## src/rtl/column_mux_monitor.sv

```systemverilog
// Receive-side checker for the one-hot LED column select bus: decodes the active
// column, strobes on column switches and rotations, and flags encoding/order/dwell faults.
//
// state       | meaning
// ST_IDLE     | bus is zero or illegal, waiting for a one-hot column
// ST_ACQ      | first (partial) column seen, waiting for an in-order switch
// ST_ACQ_GOOD | one in-order switch seen, next in-order in-tolerance switch locks
// ST_LOCKED   | rotation order and dwell time are being enforced
module column_mux_monitor #(
    parameter int EXPECTED_DWELL = 331,
    parameter int DWELL_TOL      = 2,
    parameter int DWELL_BITS     = $clog2(EXPECTED_DWELL + DWELL_TOL + 2)
) (
    input  logic       clk_33,
    input  logic       nrst,
    input  logic [7:0] mux_in,
    input  logic       clr_err,
    output logic [2:0] col_idx,
    output logic       col_valid,
    output logic       col_change,
    output logic       rotation_done,
    output logic       locked,
    output logic       onehot_err,
    output logic       seq_err,
    output logic       dwell_err
);

    typedef enum logic [1:0] {
        ST_IDLE     = 2'd0,
        ST_ACQ      = 2'd1,
        ST_ACQ_GOOD = 2'd2,
        ST_LOCKED   = 2'd3
    } state_t;

    localparam logic [DWELL_BITS-1:0] DWELL_MIN   = DWELL_BITS'(EXPECTED_DWELL - DWELL_TOL);
    localparam logic [DWELL_BITS-1:0] DWELL_MAX   = DWELL_BITS'(EXPECTED_DWELL + DWELL_TOL);
    localparam logic [DWELL_BITS-1:0] DWELL_STUCK = DWELL_BITS'(EXPECTED_DWELL + DWELL_TOL + 1);

    state_t                state, state_nxt;
    logic [7:0]            mux_q, mux_prev, mux_exp;
    logic [DWELL_BITS-1:0] dwell_cnt;
    logic                  change, q_onehot, in_tol;
    logic [2:0]            q_idx;
    logic                  col_change_nxt, rot_nxt;
    logic                  onehot_set, seq_set, dwell_set;

    assign change   = (mux_q != mux_prev);
    assign q_onehot = (mux_q != 8'h00) && ((mux_q & (mux_q - 8'h01)) == 8'h00);
    assign mux_exp  = {mux_prev[6:0], mux_prev[7]};
    assign in_tol   = (dwell_cnt >= DWELL_MIN) && (dwell_cnt <= DWELL_MAX);

    always_comb begin
        q_idx = 3'd0;
        for (int i = 0; i < 8; i++) begin
            if (mux_q[i]) q_idx = 3'(i);
        end
    end

    always_ff @(posedge clk_33 or negedge nrst) begin
        if (!nrst) begin
            state     <= ST_IDLE;
            mux_q     <= 8'h00;
            mux_prev  <= 8'h00;
            dwell_cnt <= '0;
        end else begin
            state    <= state_nxt;
            mux_q    <= mux_in;
            mux_prev <= mux_q;
            // dwell_cnt at a change event is the dwell of the column just left
            if (change) begin
                dwell_cnt <= DWELL_BITS'(1);
            end else if (dwell_cnt != '1) begin
                dwell_cnt <= dwell_cnt + 1'b1;
            end
        end
    end

    always_comb begin
        state_nxt      = state;
        col_change_nxt = 1'b0;
        rot_nxt        = 1'b0;
        onehot_set     = 1'b0;
        seq_set        = 1'b0;
        dwell_set      = 1'b0;
        if (change) begin
            if (mux_q == 8'h00) begin
                state_nxt = ST_IDLE;
            end else if (!q_onehot) begin
                onehot_set = 1'b1;
                state_nxt  = ST_IDLE;
            end else begin
                col_change_nxt = 1'b1;
                case (state)
                    ST_IDLE:     state_nxt = ST_ACQ;
                    ST_ACQ:      state_nxt = (mux_q == mux_exp) ? ST_ACQ_GOOD : ST_ACQ;
                    ST_ACQ_GOOD: state_nxt = (mux_q == mux_exp && in_tol) ? ST_LOCKED : ST_ACQ;
                    ST_LOCKED: begin
                        if (mux_q != mux_exp) begin
                            seq_set   = 1'b1;
                            state_nxt = ST_ACQ;
                        end else if (!in_tol) begin
                            dwell_set = 1'b1;
                            state_nxt = ST_ACQ;
                        end else begin
                            rot_nxt = (mux_q == 8'h01);
                        end
                    end
                    default:     state_nxt = ST_IDLE;
                endcase
            end
        end else if (state == ST_LOCKED && dwell_cnt == DWELL_STUCK) begin
            dwell_set = 1'b1;
            state_nxt = ST_ACQ;
        end
    end

    always_ff @(posedge clk_33 or negedge nrst) begin
        if (!nrst) begin
            col_idx       <= 3'd0;
            col_valid     <= 1'b0;
            col_change    <= 1'b0;
            rotation_done <= 1'b0;
            locked        <= 1'b0;
            onehot_err    <= 1'b0;
            seq_err       <= 1'b0;
            dwell_err     <= 1'b0;
        end else begin
            if (q_onehot) col_idx <= q_idx;
            col_valid     <= q_onehot;
            col_change    <= col_change_nxt;
            rotation_done <= rot_nxt;
            locked        <= (state_nxt == ST_LOCKED);
            // a new error in the same cycle as clr_err leaves the flag set
            onehot_err    <= onehot_set | (onehot_err & ~clr_err);
            seq_err       <= seq_set    | (seq_err    & ~clr_err);
            dwell_err     <= dwell_set  | (dwell_err  & ~clr_err);
        end
    end

endmodule
```

## config.mk

```make
export PLATFORM = sky130hd
export DESIGN_NAME = column_mux_monitor
export DESIGN_NICKNAME = d
export VERILOG_FILES = /design/src/rtl/column_mux_monitor.sv
export SDC_FILE = /design/constraint.sdc
export NUM_CORES = 1
export LEC_CHECK = 0
export BUFFER_PORTS_ARGS = -buffer_cell sky130_fd_sc_hd__buf_2
export CAP_MARGIN = 10
export CELL_PAD_IN_SITES_DETAIL_PLACEMENT = 1
export CELL_PAD_IN_SITES_GLOBAL_PLACEMENT = 1
export CORE_MARGIN = 2
export CORE_UTILIZATION = 49
export DETAILED_ROUTE_END_ITERATION = 10
export PLACE_DENSITY_LB_ADDON = 0.12
export SYNTH_ARGS = -nofsm -noshare
export SYNTH_HDL_FRONTEND = slang
export SYNTH_SLANG_ARGS = --single-unit
```

## constraint.sdc

```tcl
create_clock -name clk_33 -period 5 [get_ports clk_33]
set_clock_uncertainty 0.15 [all_clocks]
set_input_delay 0.5 -clock clk_33 [delete_from_list [all_inputs] [get_ports clk_33]]
set_output_delay 0.5 -clock clk_33 [all_outputs]
set_load 0.01 [all_outputs]
```

## After elaboration in Yosys (flattened, before gate mapping)

Index checks and enable logic that the tools add are counted.

- Memories kept: 0
- Logic and storage cells: 85
- Bits in latches: 0
- Bits in writable memories: 0
- Output and inout port bits: 10
- Input port bits: 11
- Memory bits (read-only): 0
- Register bits after elaboration: 37

- Div/mod/pow operators: 0
- Bitwise gates (word level): 8
- Multiplexer cells: 42
- $lt $le $gt $ge: 2
- Shift operators: 0
- Equal/unequal tests: 10
- Multipliers: 0
- Add/subtract/negate cells: 2
- Reduce and logical (&&, ||, !) cells: 9

Operators with widths:

| operator | number |
|---|---|
| $mux W1 | 25 |
| $mux W2 | 10 |
| $mux W9 | 2 |
| $logic_not A8 Y1 | 2 |
| $ne A8 B8 Y1 | 2 |
| $mux W3 | 4 |
| $add A9 B1 Y9 const B | 1 |
| $eq A9 B9 Y1 const B | 1 |
| $ge A9 B9 Y1 const B | 1 |
| $le A9 B9 Y1 const B | 1 |
| $ne A9 B9 Y1 const B | 1 |
| $and A8 B8 Y8 | 1 |
| $eq A8 B1 Y1 const B | 1 |
| $eq A8 B8 Y1 | 1 |
| $pmux W2 S4 | 1 |
| $reduce_bool A8 Y1 | 1 |
| $sub A8 B1 Y8 const B | 1 |
| $eq A2 B2 Y1 const B | 3 |
| $logic_and A1 B1 Y1 | 4 |
| $and A1 B1 Y1 | 3 |
| $or A1 B1 Y1 | 3 |
| $eq A2 B1 Y1 const B | 1 |
| $logic_not A2 Y1 | 1 |
| $reduce_bool A2 Y1 | 1 |
| $not A1 Y1 | 1 |

## Longest topological paths before layout

- Depth after elaboration: 9
- Mapped depth: 9
- Mapped depth without buffers: 8

## Worst setup path before layout

No wires, ideal clock.

- Path type: reg2reg
- Start point: reg mux_q[1]
- End point: reg col_idx[1]
- Setup time: 0.125 ns
- Arrival: 1.708 ns
- Path buffers: 1
- Period minus slack after synthesis: 1.983 ns
- Required time: 4.725 ns
- Cell stages (with the launch flop): 6
- Path slack: 3.017 ns
- Cell sequence: dfrtp_1 > buf_6 > nor4_4 > a21boi_1 > o32ai_2 > mux2_2

- Longest elaborated chain between the ends: 4
- Elaborated cells on any way between the ends: 5
- Those cells by class: add/sub: 1; bitwise: 1; reduce/logical: 3

RTL lines:

| item | line | RTL |
|---|---|---|
| from (decl) | 40 | `logic [7:0] mux_q, mux_prev, mux_exp;` |
| from (signal assigned) | 67 | `mux_q <= mux_in;` |
| $sub A8 B1 Y8 | 48 | `assign q_onehot = (mux_q != 8'h00) && ((mux_q & (mux_q - 8'h01)) == 8'h00);` |
| $and A8 B8 Y8 | 48 |  |
| $logic_not A8 Y1 | 48 |  |
| $logic_and A1 B1 Y1 * | 48 |  |
| to (signal assigned) | 128 | `if (q_onehot) col_idx <= q_idx;` |
| to (decl) | 18 | `output logic [2:0] col_idx,` |

Every way passes the cells marked *; elsewhere a longest branch is shown, timed or not.
A chain may end at the register's enable or synchronous reset.

## Worst setup path after layout

- Start point: reg mux_q[2]
- End point: reg col_idx[1]

- Longest elaborated chain between the ends: 6
- Elaborated cells on any way between the ends: 11
- Those cells by class: add/sub: 1; mux: 6; bitwise: 1; reduce/logical: 3

RTL lines:

| item |
|---|
| parallel branches: the longest is 6 deep, another holds $sub A8 B1 Y8 |

Parallel ways; which one is timed is not known.

==> impl_metrics.prom <==
# TYPE chip_impl_metric gauge
chip_impl_metric{name="grt_start_max_net_pins",unit=""} 38
chip_impl_metric{name="cts_made_buffers",unit=""} 5
chip_impl_metric{name="post_dp_cell_area",unit="um2"} 1970
chip_impl_metric{name="setup_tns",unit="ps"} 0
chip_impl_metric{name="timing.slew.headroom",unit="%"} 46.4
chip_impl_metric{name="syn_to_final_growth",unit="%"} 10.4
chip_impl_metric{name="power.sequential.fraction",unit="%"} 51.1
chip_impl_metric{name="finalCoreUtilization",unit="%"} 56.4
chip_impl_metric{name="detailedRoute.firstIterationViolations",unit=""} 66
chip_impl_metric{name="tightestPinTransition",unit="ps"} 803
chip_impl_metric{name="postLayoutCellArea",unit="um2"} 2080
chip_impl_metric{name="via_per_inst",unit=""} 5.49
chip_impl_metric{name="power.density_cell_area",unit="nW/um2"} 310
chip_impl_metric{name="fin_crit",unit="ps"} 2230
chip_impl_metric{name="drt-pass1-iter-count",unit=""} 4
chip_impl_metric{name="h_tree_levels",unit=""} 2
chip_impl_metric{name="floorplan.die_area",unit="um2"} 4360
chip_impl_metric{name="area_of_the_placeable_core",unit="um2"} 3690
chip_impl_metric{name="grt_overall_usage",unit="%"} 20.6
chip_impl_metric{name="die-height",unit="um"} 66.0
chip_impl_metric{name="worst_setup_hold_path_clk_slew",unit="ps"} 90
chip_impl_metric{name="hold_viol",unit=""} 0
chip_impl_metric{name="max-vdd-ir-drop",unit="mV"} 0.187
chip_impl_metric{name="cap_viol_max_count",unit=""} 0
chip_impl_metric{name="dp_hpwl",unit="um"} 2720
chip_impl_metric{name="first_global_vias",unit=""} 1388
chip_impl_metric{name="detail_route.wirelength",unit="um"} 3810
chip_impl_info{name="cp-start-kind",value="flop"} 1
chip_impl_metric{name="fillCellCount",unit=""} 410
chip_impl_metric{name="wl_per_cell",unit="um"} 16.1
chip_impl_metric{name="clk_path_buf_depth",unit=""} 2
chip_impl_metric{name="ys.warnings.count",unit=""} 0
chip_impl_info{name="run_status",value="finished, final reports clean"} 1
chip_impl_metric{name="power.leakage",unit="uW"} 0.000862
chip_impl_info{name="min_path_type",value="input pin to async pin"} 1
chip_impl_metric{name="power.switching_fraction",unit="%"} 24.7
chip_impl_metric{name="grt_antenna_before_repair",unit=""} 0
chip_impl_metric{name="maxClockFrequency",unit="GHz"} 0.448
chip_impl_metric{name="row_count",unit=""} 22
chip_impl_metric{name="vias",unit=""} 1302
chip_impl_metric{name="worst_ep_arrival_time",unit="ps"} 2270
chip_impl_metric{name="place.gp.congestion",unit=""} 0.778
chip_impl_metric{name="ant_nets",unit=""} 0
chip_impl_metric{name="internal_power",unit="uW"} 486
chip_impl_metric{name="final_layout_size_suffix_gt1_share",unit="%"} 20.1
chip_impl_metric{name="floorplan.initialDensity",unit="%"} 51.1
chip_impl_metric{name="post_cts_resized",unit=""} 0
chip_impl_info{name="ys.flop_type",value="dfrtp_1"} 1
chip_impl_metric{name="postCtsSetupRepairBufs",unit=""} 0
chip_impl_info{name="unrepaired_setup_endpoints_after_global_routing",value="no"} 1
chip_impl_metric{name="yosys_register_bits",unit=""} 37
chip_impl_info{name="cts-root-buf",value="clkbuf_8"} 1
chip_impl_metric{name="global_route.overflow_total",unit=""} 0
chip_impl_metric{name="die_width",unit="um"} 66.0
chip_impl_metric{name="setup_viol",unit=""} 0
chip_impl_metric{name="asyncSetResetFlopFracSynth",unit="%"} 100
chip_impl_metric{name="drcViolationCount",unit=""} 0
chip_impl_metric{name="layout_worst_path_cycle_share",unit="%"} 44.7
chip_impl_info{name="critPathCaptureType",value="flop"} 1
chip_impl_metric{name="netlist_area",unit="um2"} 1880
chip_impl_metric{name="io_pins",unit=""} 21
chip_impl_metric{name="portBuffers",unit=""} 20
chip_impl_metric{name="antennaDiodeCount",unit=""} 0
chip_impl_metric{name="postSynthNetCount",unit=""} 186
chip_impl_metric{name="clock_power_share",unit="%"} 41.1
chip_impl_metric{name="cts.sink_count",unit=""} 37
chip_impl_metric{name="power.switching",unit="uW"} 159
chip_impl_metric{name="grt_pass1_wl",unit="um"} 6720
chip_impl_metric{name="post_synth_num_cell_types",unit=""} 45
chip_impl_metric{name="combinationalPowerShare",unit="%"} 7.8
chip_impl_metric{name="ctsHoldBuffers",unit=""} 0
chip_impl_metric{name="total_power",unit="uW"} 645
chip_impl_metric{name="cp_data_required_time",unit="ps"} 5040
chip_impl_metric{name="worstSkewPairLatency",unit="ps"} 290
chip_impl_metric{name="synth_area_per_cell",unit="um2"} 11.0
chip_impl_metric{name="number_of_flops_mapped_to_enable_cells_by_yosys",unit=""} 0
chip_impl_metric{name="timing_max_transition_violations_final",unit=""} 0
chip_impl_info{name="worstSetupPathType",value="flop to flop"} 1
chip_impl_metric{name="final_net_count",unit=""} 203
chip_impl_metric{name="synth_cells",unit=""} 171
chip_impl_metric{name="yosysSeqAreaShare",unit="%"} 49.1
chip_impl_metric{name="path_max_fanout",unit=""} 9
chip_impl_info{name="cts_tree",value="done"} 1
-- Yosys cell counts, types with 3 or more instances --
library cell | number | area share, %
nand2_1 | 10 | 2.0
buf_2 | 3 | 0.80
buf_6 | 5 | 3.0
nand4b_1 | 3 | 1.4
xnor2_1 | 19 | 8.8
xor2_1 | 4 | 1.9
o21ai_0 | 3 | 0.80
inv_1 | 8 | 1.6
nor2_1 | 22 | 4.4
ha_1 | 4 | 2.7
a21oi_1 | 3 | 0.80
nand4_1 | 7 | 2.3
nor2b_1 | 4 | 1.3
a211o_1 | 3 | 1.4
dfrtp_1 | 37 | 49
-- sequential cells by signal (all words and copies together), names as in the netlist --
name,flops
dwell_err,1
onehot_err,1
col_change,1
state,2
mux_q,8
mux_prev,8
col_valid,1
rotation_done,1
locked,1
seq_err,1
dwell_cnt,9
col_idx,3
-- layout make-up --
| type | count | area [um2] | area share, % |
|---|---|---|---|
| multi-input combinational | 116 | 850 | 40.8 |
| timing repair buffer | 20 | 100 | 4.81 |
| clock inverter | 3 | 46.3 | 2.22 |
| clock buffer | 5 | 68.8 | 3.31 |
| inverter | 8 | 30.0 | 1.44 |
| sequential | 37 | 926 | 44.5 |
| tap | 48 | 60.1 | 2.89 |
-- final timing paths --
check,start,endpoint,slack (ps),cells past startpoint
min,nrst,col_idx[2]$_DFFE_PN0N_,140,1
max in group asynchronous,nrst,dwell_cnt[7]$_DFFE_PN0P_,4040,1
max reg2reg,mux_q[2]$_DFF_PN0_,col_idx[1]$_DFFE_PN0N_,2770,4
min reg2reg,onehot_err$_DFF_PN0_,onehot_err$_DFF_PN0_,360,1
min in group clk_33,mux_in[4],mux_q[4]$_DFF_PN0_,160,1
max,mux_q[2]$_DFF_PN0_,col_idx[1]$_DFFE_PN0N_,2770,4
-- cells in the final DEF, fill, tap and decap left out, drive strengths merged, types with 2 or more instances in the layout --
cell type	netlist	layout
nand4b	3	3
nand4	7	7
nand2	10	10
nor3	2	2
o2bb2ai	2	2
a211o	3	3
buf	8	20
xor2	4	4
or2	2	2
o21ai	3	3
nor2b	4	4
nor2	23	23
dfrtp	37	37
nand3	2	2
ha	4	4
inv	8	8
a21oi	3	3
xnor2	19	19
nand2b	2	2
clkbuf	2	5
o31ai	2	2
-- logic make-up after synthesis --
| group | count (synthesis) | synth area share [%] |
|---|---|---|
| AND/OR/NAND/NOR | 61 | 18.4 |
| flip-flops | 37 | 49.1 |
| AO/OA/AOI/OAI | 26 | 12.2 |
| XOR/XNOR | 23 | 10.7 |
| buffers and inverters | 18 | 5.78 |
| adder cells (fa/ha/maj) | 4 | 2.66 |
| multiplexers | 2 | 1.13 |
-- metal layers --
metal | GRT usage, % | part of all wire, %
met4 | 5.36 | 0.95
met5 | 0 | 0
met3 | 4.60 | 3.7
met1 | 26.5 | 46
met2 | 35.1 | 49
-- power groups by stage --
stage          Sequential, uW  Combinational [uW]  Clock (uW)
3_3_place_gp              334                49.7           0
4_1_cts                   330                51.7         271
5_1_grt                   333                56.3         280
6_report                  329                50.2         265
2_1_floorplan             328                40.7           0
3_5_place_dp              336                51.4           0
-- metrics by stage --
step / setup WS [ps] / hold WS (ps) / instances
4_1_cts: 2740 / 148 / 237
3_5_place_dp: 2760 / 340 / 229
3_3_place_gp: 2860 / 318 / 229
6_report: 2770 / 136 / 237
2_1_floorplan: 3020 / 54.4 / 171
5_1_grt: 2610 / 148 / 237
-- worst max-delay path, stage by stage, from the launching register on --
cell and delay, ps:
dfrtp_1 540, nor4_4 430, a21boi_1 140, o32ai_2 480, mux2_2 380
No activity file was read; power rests on OpenSTA's default activity.
